## config.mk

```make
export PLATFORM = sky130hd
export DESIGN_NAME = store_trace_monitor
export DESIGN_NICKNAME = d
export VERILOG_FILES = /design/src/rtl/store_trace_monitor.sv
export SDC_FILE = /design/constraint.sdc
export NUM_CORES = 1
export LEC_CHECK = 0
export CELL_PAD_IN_SITES_DETAIL_PLACEMENT = 0
export CELL_PAD_IN_SITES_GLOBAL_PLACEMENT = 1
export CORE_MARGIN = 2
export CORE_UTILIZATION = 55
export CTS_CLUSTER_DIAMETER = 30
export DETAILED_ROUTE_END_ITERATION = 8
export PLACE_DENSITY_LB_ADDON = 0.1
export SLEW_MARGIN = 10
export SYNTH_ARGS = -nofsm -noshare
export SYNTH_HDL_FRONTEND = slang
export SYNTH_SLANG_ARGS = --single-unit
```

## constraint.sdc

```tcl
create_clock -name clk -period 5.6 [get_ports clk]
set_input_delay 1.4 -clock clk [delete_from_list [all_inputs] [get_ports clk]]
set_output_delay 1.4 -clock clk [all_outputs]
set_load 0.1 [all_outputs]
```

## src/rtl/store_trace_monitor.sv

```systemverilog
// Store trace monitor: captures core data-memory stores into a show-ahead trace FIFO
// and classifies the run as pass/fail from the store stream.
module store_trace_monitor #(
  parameter int unsigned DEPTH        = 8,
  parameter logic [31:0] PASS_ADDR    = 32'd100,
  parameter logic [31:0] PASS_DATA    = 32'd25,
  parameter logic [31:0] SCRATCH_ADDR = 32'd96
) (
  input  logic                     clk,
  input  logic                     reset,
  input  logic                     memWrite,
  input  logic [31:0]              dataAddress,
  input  logic [31:0]              storeData,
  output logic                     traceValid,
  input  logic                     traceReady,
  output logic [31:0]              traceAddress,
  output logic [31:0]              traceData,
  output logic [$clog2(DEPTH):0]   count,
  output logic                     overflow,
  output logic                     done,
  output logic                     pass,
  output logic                     fail
);

  localparam int unsigned PtrW = $clog2(DEPTH);
  localparam int unsigned CntW = PtrW + 1;
  localparam logic [CntW-1:0] CntFull = CntW'(DEPTH);

  typedef enum logic [1:0] {StRun, StPass, StFail} state_e;

  state_e state_q, state_d;

  logic [63:0]     mem_q [DEPTH];
  logic [PtrW-1:0] wr_ptr_q, wr_ptr_d;
  logic [PtrW-1:0] rd_ptr_q, rd_ptr_d;
  logic [CntW-1:0] count_q, count_d;
  logic            overflow_q, overflow_d;

  logic push_req, push, pop, full;

  // Checker: only stores issued while running are judged; verdicts are terminal.
  always_comb begin
    state_d = state_q;
    unique case (state_q)
      StRun: begin
        if (memWrite) begin
          if (dataAddress == PASS_ADDR && storeData == PASS_DATA) begin
            state_d = StPass;
          end else if (dataAddress != SCRATCH_ADDR) begin
            state_d = StFail;
          end
        end
      end
      StPass:  state_d = StPass;
      StFail:  state_d = StFail;
      default: state_d = StFail;
    endcase
  end

  assign full     = (count_q == CntFull);
  assign pop      = traceValid & traceReady;
  assign push_req = memWrite & (state_q == StRun);
  // A full FIFO still accepts a store when the head leaves in the same cycle.
  assign push     = push_req & (~full | pop);

  always_comb begin
    wr_ptr_d   = wr_ptr_q;
    rd_ptr_d   = rd_ptr_q;
    count_d    = count_q;
    overflow_d = overflow_q | (push_req & ~push);
    if (push) begin
      wr_ptr_d = wr_ptr_q + 1'b1;
    end
    if (pop) begin
      rd_ptr_d = rd_ptr_q + 1'b1;
    end
    if (push && !pop) begin
      count_d = count_q + 1'b1;
    end else if (pop && !push) begin
      count_d = count_q - 1'b1;
    end
  end

  always_ff @(posedge clk or negedge reset) begin
    if (!reset) begin
      state_q    <= StRun;
      wr_ptr_q   <= '0;
      rd_ptr_q   <= '0;
      count_q    <= '0;
      overflow_q <= 1'b0;
      mem_q      <= '{default: '0};
    end else begin
      state_q    <= state_d;
      wr_ptr_q   <= wr_ptr_d;
      rd_ptr_q   <= rd_ptr_d;
      count_q    <= count_d;
      overflow_q <= overflow_d;
      if (push) begin
        mem_q[wr_ptr_q] <= {dataAddress, storeData};
      end
    end
  end

  assign traceValid   = (count_q != '0);
  assign traceAddress = mem_q[rd_ptr_q][63:32];
  assign traceData    = mem_q[rd_ptr_q][31:0];
  assign count        = count_q;
  assign overflow     = overflow_q;
  assign done         = (state_q != StRun);
  assign pass         = (state_q == StPass);
  assign fail         = (state_q == StFail);

endmodule

```

==> results.sh, run 1 <==
export IMPL_drt_vias_per_instance=5.82
export IMPL_async_reset_ff_frac=1.00
export IMPL_min_period_ps=5040
export IMPL_synth_edff_count=0
export IMPL_overflow=0
export IMPL_syn_inst=1398
export IMPL_layout_common_cells="522 x dfrtp_1, 316 x mux2_2, 143 x mux2_1, 139 x clkdlybuf4s50_1, 128 x mux4_2"
export IMPL_place_hpwl_microns=31500
export IMPL_synthMuxAreaShare=0.409
export IMPL_worstPathMaxFanout=25
export IMPL_ir_worst_vdd_v=0.000287
export IMPL_routed_via_count=13332
export IMPL_seq_area_sq_mm=0.0131
export IMPL_synthDistinctLibCells=42
export IMPL_synth_area_leaders="dfrtp_1 55%, mux2_2 15%, mux4_2 12%"
export IMPL_multi_input_area_sq_mm=0.0104
export IMPL_tritoncts="done"
export IMPL_fillers=2910
export IMPL_synth_top_family_by_area="multiplexers"
export IMPL_htree_levels=3
export IMPL_grt_pass1_vias=14746
export IMPL_netlist_area_sq_mm=0.0241
export IMPL_die_y_microns=213
export IMPL_post_cts_resized=0
export IMPL_routabilityCongestion=0.735
export IMPL_crit_path_end_kind="output port"
export IMPL_start_util=0.558
export IMPL_port_buffers=140
export IMPL_setup_ws_ps=556
export IMPL_final_common_cell="dfrtp_1"
export IMPL_cts_buffer_depth=3
export IMPL_synth_simple_gate_area_frac=0.0132
export IMPL_p_leak_uw=0.0146
export IMPL_path_class="register to output port"
export IMPL_synth_xor_area_share=0.00254
export IMPL_antenna_left=0
export IMPL_fmax_mhz=198
export IMPL_grt_max_degree=122
export IMPL_cts_sinks=525
export IMPL_cts_made_buffers=118
export IMPL_cts_setup_buffers=0
export IMPL_synth_top_area_share=0.545
export IMPL_rows=76
export IMPL_finalCritPeriodShare=0.901
export IMPL_start_kind="register"
export IMPL_dieArea_sq_mm=0.0455
export IMPL_antenna_found_initial=4
export IMPL_ys_flop_type="dfrtp_1"
export IMPL_drive_gt1_frac=0.477
export IMPL_relSlewSlack=0.280
export IMPL_fin_skew_ps=24.7
export IMPL_grt_pass1_wl_microns=86400
export IMPL_wirelength_microns=55100
export IMPL_routedWlPerCell_microns=24.1
export IMPL_synthesis_nets=1472
export IMPL_synth_yosys_seq_area_share=0.545
export IMPL_hold_violations=0
export IMPL_p_per_area_mw_per_mm2=368
export IMPL_pre_cts_ws_ps=1160
export IMPL_io_pins=141
export IMPL_synth_compound_area_share=0.00229
export IMPL_yosys_area_share_adder=0.00343
export IMPL_holdBufCountCts=0
export IMPL_status="completed"
export IMPL_slew_viol_final=0
export IMPL_min_path_type="register to register"
export IMPL_core_sq_mm=0.0432
export IMPL_drtIter0Drc=726
export IMPL_placedCellCount=2067
export IMPL_final_core_util=0.704
export IMPL_drc_errors=0
export IMPL_grt_usage=0.253
export IMPL_nNetsFinal=1676
export IMPL_die_w_microns=213
export IMPL_finalNonFillerCells=2292
export IMPL_critPathRequiredTime_ps=4200
export IMPL_setup_tns_final_ps=0
export IMPL_ys_ff_latch=525
export IMPL_clk_pin_slew_ps=40
export IMPL_yosys_warnings=0
export IMPL_yosys_area_top_type="dfrtp_1"
export IMPL_worstSkewPairLatency_ps=650
export IMPL_area_growth_pct=26.2
export IMPL_cts_root_buffer="clkbuf_16"
export IMPL_worst_slew_pin_slew_ps=1080
export IMPL_rsz0062_at_grt="no"
export IMPL_firstDrtPassIters=5
export IMPL_arrival_ps=3640
export IMPL_max_cap_violations=0
export IMPL_avgSynthCellArea_sq_um=17.2
export IMPL_setup_viol=0
[routing by layer]
metal | part of all wire | GRT usage | vias to the layer above
met2 | 0.49 | 0.409 | 279
met3 | 0.053 | 0.0516 | 83
met1 | 0.44 | 0.350 | 7222
li1 | - | - | 5744
met5 | 0.00054 | 0 | -
met4 | 0.018 | 0.0759 | 4
[cell usage after synthesis, types with 2 or more instances]
cell type,number
nor3_1,3
xnor2_1,6
buf_4,12
nor4bb_1,3
buf_1,4
nand2_1,3
mux4_2,128
inv_1,4
dfrtp_1,525
buf_6,15
buf_2,40
ha_1,5
clkbuf_1,23
nor4_1,10
nor2b_1,2
nor4b_1,2
mux2_2,316
nand4b_1,2
nor2_1,7
nand4_1,4
nand2b_1,2
mux2_4,120
mux2_1,143
[report_power, final]
group,internal (uW),leakage [uW],switching (uW)
clock network,5020,0.00204,2160
registers,3810,0.00733,0
logic,54.8,0.00522,143
total,8880,0.0146,2300
[per-stage QoR]
stage	power, uW	hold WS, ps	area, sq um
CTS	11300	477	30400
finish	11200	473	30400
global placement	4060	459	26200
global route	11500	496	30400
detailed placement	4070	454	26200
floorplan	3870	453	24100
[worst max-delay path, stage by stage, from the launching register on]
cell and delay, ps:
dfrtp_4 790, buf_4 370, mux4_2 530, mux2_2 310
clkdlybuf4s50_1 990
[state kept, by name, indices dropped and copies added (netlist names)]
signal    count
mem_q       512
count         4
rd_ptr_q      3
wr_ptr_q      3
state_q       2
overflow      1
[cell type report]
type / instances / share of cell area
diodes: 3 / 0.000247
clock buffers: 165 / 0.110
clock inverters: 57 / 0.0289
inverters: 4 / 0.000494
multi-input cells: 775 / 0.343
flip-flops and latches: 525 / 0.432
well taps: 585 / 0.0241
repair buffers: 178 / 0.0610
[logic make-up after synthesis]
| group | Yosys count |
|---|---|
| xor+xnor | 7 |
| simple gates | 47 |
| mux | 708 |
| compound gates | 7 |
| fa+ha+maj | 6 |
| buf+inv | 98 |
| flops | 525 |
[worst paths after layout]
kind / slack, ps / endpoint / start / cells after the start
setup / recovery: 560 / traceAddress[15] / rd_ptr_q[0] / 4
max in group asynchronous: 3360 / mem_q[233] / reset / 2
min in group asynchronous: 790 / mem_q[411] / reset / 1
hold reg to reg: 470 / overflow / overflow / 1
hold / removal: 470 / overflow / overflow / 1
setup reg to reg: 2620 / mem_q[453] / state_q[0] / 5
No activity file was read; power rests on OpenSTA's default activity.
==> inputs of run 2 (changes only) <==
==> constraint.sdc (replaced) <==
create_clock -name clk -period 5.6 [get_ports clk]
set_input_delay 1.12 -clock clk [delete_from_list [all_inputs] [get_ports clk]]
set_output_delay 1.12 -clock clk [all_outputs]
set_load 0.1 [all_outputs]
==> results.sh, run 2 (synthesized netlist as in run 1, its figures left out) <==
export IMPL_rows=76
export IMPL_cts_setup_buffers=0
export IMPL_tritoncts="done"
export IMPL_worstSkewPairLatency_ps=640
export IMPL_worst_slew_pin_slew_ps=1110
export IMPL_hold_violations=0
export IMPL_grt_usage=0.251
export IMPL_htree_levels=3
export IMPL_overflow=0
export IMPL_p_per_area_mw_per_mm2=361
export IMPL_io_pins=141
export IMPL_fin_skew_ps=20.5
export IMPL_wirelength_microns=54400
export IMPL_max_stage_delay_ps=1000
export IMPL_dieArea_sq_mm=0.0455
export IMPL_wl_met1_microns=25100
export IMPL_path_cells="buf_4 -> mux4_2 -> mux2_2 -> clkdlybuf4s50_1"
export IMPL_cts_root_buffer="clkbuf_16"
export IMPL_final_common_cell="dfrtp_1"
export IMPL_topRoutingLayerUsed="met5"
export IMPL_drc_errors=0
export IMPL_nNetsFinal=1665
export IMPL_min_path_type="register to register"
export IMPL_start_kind="register"
export IMPL_core_sq_mm=0.0432
export IMPL_path_class="register to output port"
export IMPL_grt_max_degree=125
export IMPL_critPathRequiredTime_ps=4480
export IMPL_max_cap_violations=0
export IMPL_antenna_left=0
export IMPL_routed_via_count=13130
export IMPL_place_hpwl_microns=30300
export IMPL_dr_wl_met3_microns=2430
export IMPL_path_buf_inv=2
export IMPL_ir_worst_vdd_v=0.000257
export IMPL_setup_tns_final_ps=0
export IMPL_largest_reg_flops=512
export IMPL_area_growth_pct=25.0
export IMPL_relSlewSlack=0.259
export IMPL_grt_pass1_vias=14595
export IMPL_status="completed"
export IMPL_antenna_found_initial=2
export IMPL_worstPathMaxFanout=53
export IMPL_drive_gt1_frac=0.480
export IMPL_setup_viol=0
export IMPL_port_buffers=140
export IMPL_drtIter0Drc=812
export IMPL_holdBufCountCts=0
export IMPL_start_util=0.558
export IMPL_slew_viol_final=0
export IMPL_drt_vias_per_instance=5.77
export IMPL_final_core_util=0.698
export IMPL_die_y_microns=213
export IMPL_critical_path_top_delay_family="buffers and inverters"
export IMPL_arrival_ps=3750
export IMPL_crit_slowest_cell="dfrtp_4"
export IMPL_cts_sinks=525
export IMPL_finalCritPeriodShare=0.869
export IMPL_clk_pin_slew_ps=50
export IMPL_regMostFlops="mem_q"
export IMPL_rsz0062_at_grt="no"
export IMPL_crit_path_end_kind="output port"
export IMPL_p_leak_uw=0.0145
export IMPL_firstDrtPassIters=5
export IMPL_post_cts_resized=0
export IMPL_fillers=2957
export IMPL_routedWlPerCell_microns=23.9
export IMPL_layout_common_cells="522 x dfrtp_1, 316 x mux2_2, 143 x mux2_1, 139 x clkdlybuf4s50_1, 128 x mux4_2"
export IMPL_cts_buffer_depth=3
export IMPL_fmax_mhz=205
export IMPL_cts_made_buffers=114
export IMPL_min_period_ps=4870
export IMPL_grt_pass1_wl_microns=86000
export IMPL_routabilityCongestion=0.721
export IMPL_met2_length_microns=26000
export IMPL_die_w_microns=213
## run 2: through the flow
step / setup WS (ps) / power (uW) / instance area [sq um] / cells / hold WS, ps
final: 733 / 10900 / 30100 / 2275 / 460
after floorplan: 1920 / 3870 / 24100 / 1398 / 453
after global placement: 1380 / 4060 / 26100 / 2060 / 461
after detailed placement: 1380 / 4070 / 26100 / 2060 / 459
after CTS: 680 / 11000 / 30100 / 2274 / 464
after global routing: 606 / 11200 / 30100 / 2274 / 488
## run 2: final timing paths
| path | startpoint | to | slack (ps) | cells past startpoint |
|---|---|---|---|---|
| worst max-delay path | rd_ptr_q[1] | traceAddress[26] | 730 | 4 |
| worst min-delay path | overflow | overflow | 460 | 1 |
| worst max register to register | count[1] | mem_q[362] | 2330 | 5 |
| worst min register to register | overflow | overflow | 460 | 1 |
| max in group asynchronous | reset | mem_q[8] | 3880 | 2 |
| min in group asynchronous | reset | mem_q[474] | 530 | 1 |
## run 2: area by class of cell
cell class | count | area (sq um) | area share
antenna | 1 | 2.50 | 0.0000831
clock buffer | 139 | 3120 | 0.104
clock inverter | 75 | 912 | 0.0303
inverter | 4 | 15.0 | 0.000498
multi-input combinational | 775 | 10400 | 0.346
sequential | 525 | 13100 | 0.436
tap | 585 | 732 | 0.0243
timing repair buffer | 171 | 1780 | 0.0590
## run 2: metal layers
metal,global-route usage,vias up
met3,0.0512,75
met1,0.363,7081
met2,0.392,244
met5,0,-
li1,-,5726
met4,0.0651,4
## run 2: power by group
group	leakage, uW	total (uW)	switching, uW	internal, uW
logic	0.00518	197	142	54.2
clock network	0.00196	6870	2210	4660
registers	0.00733	3800	0	3800
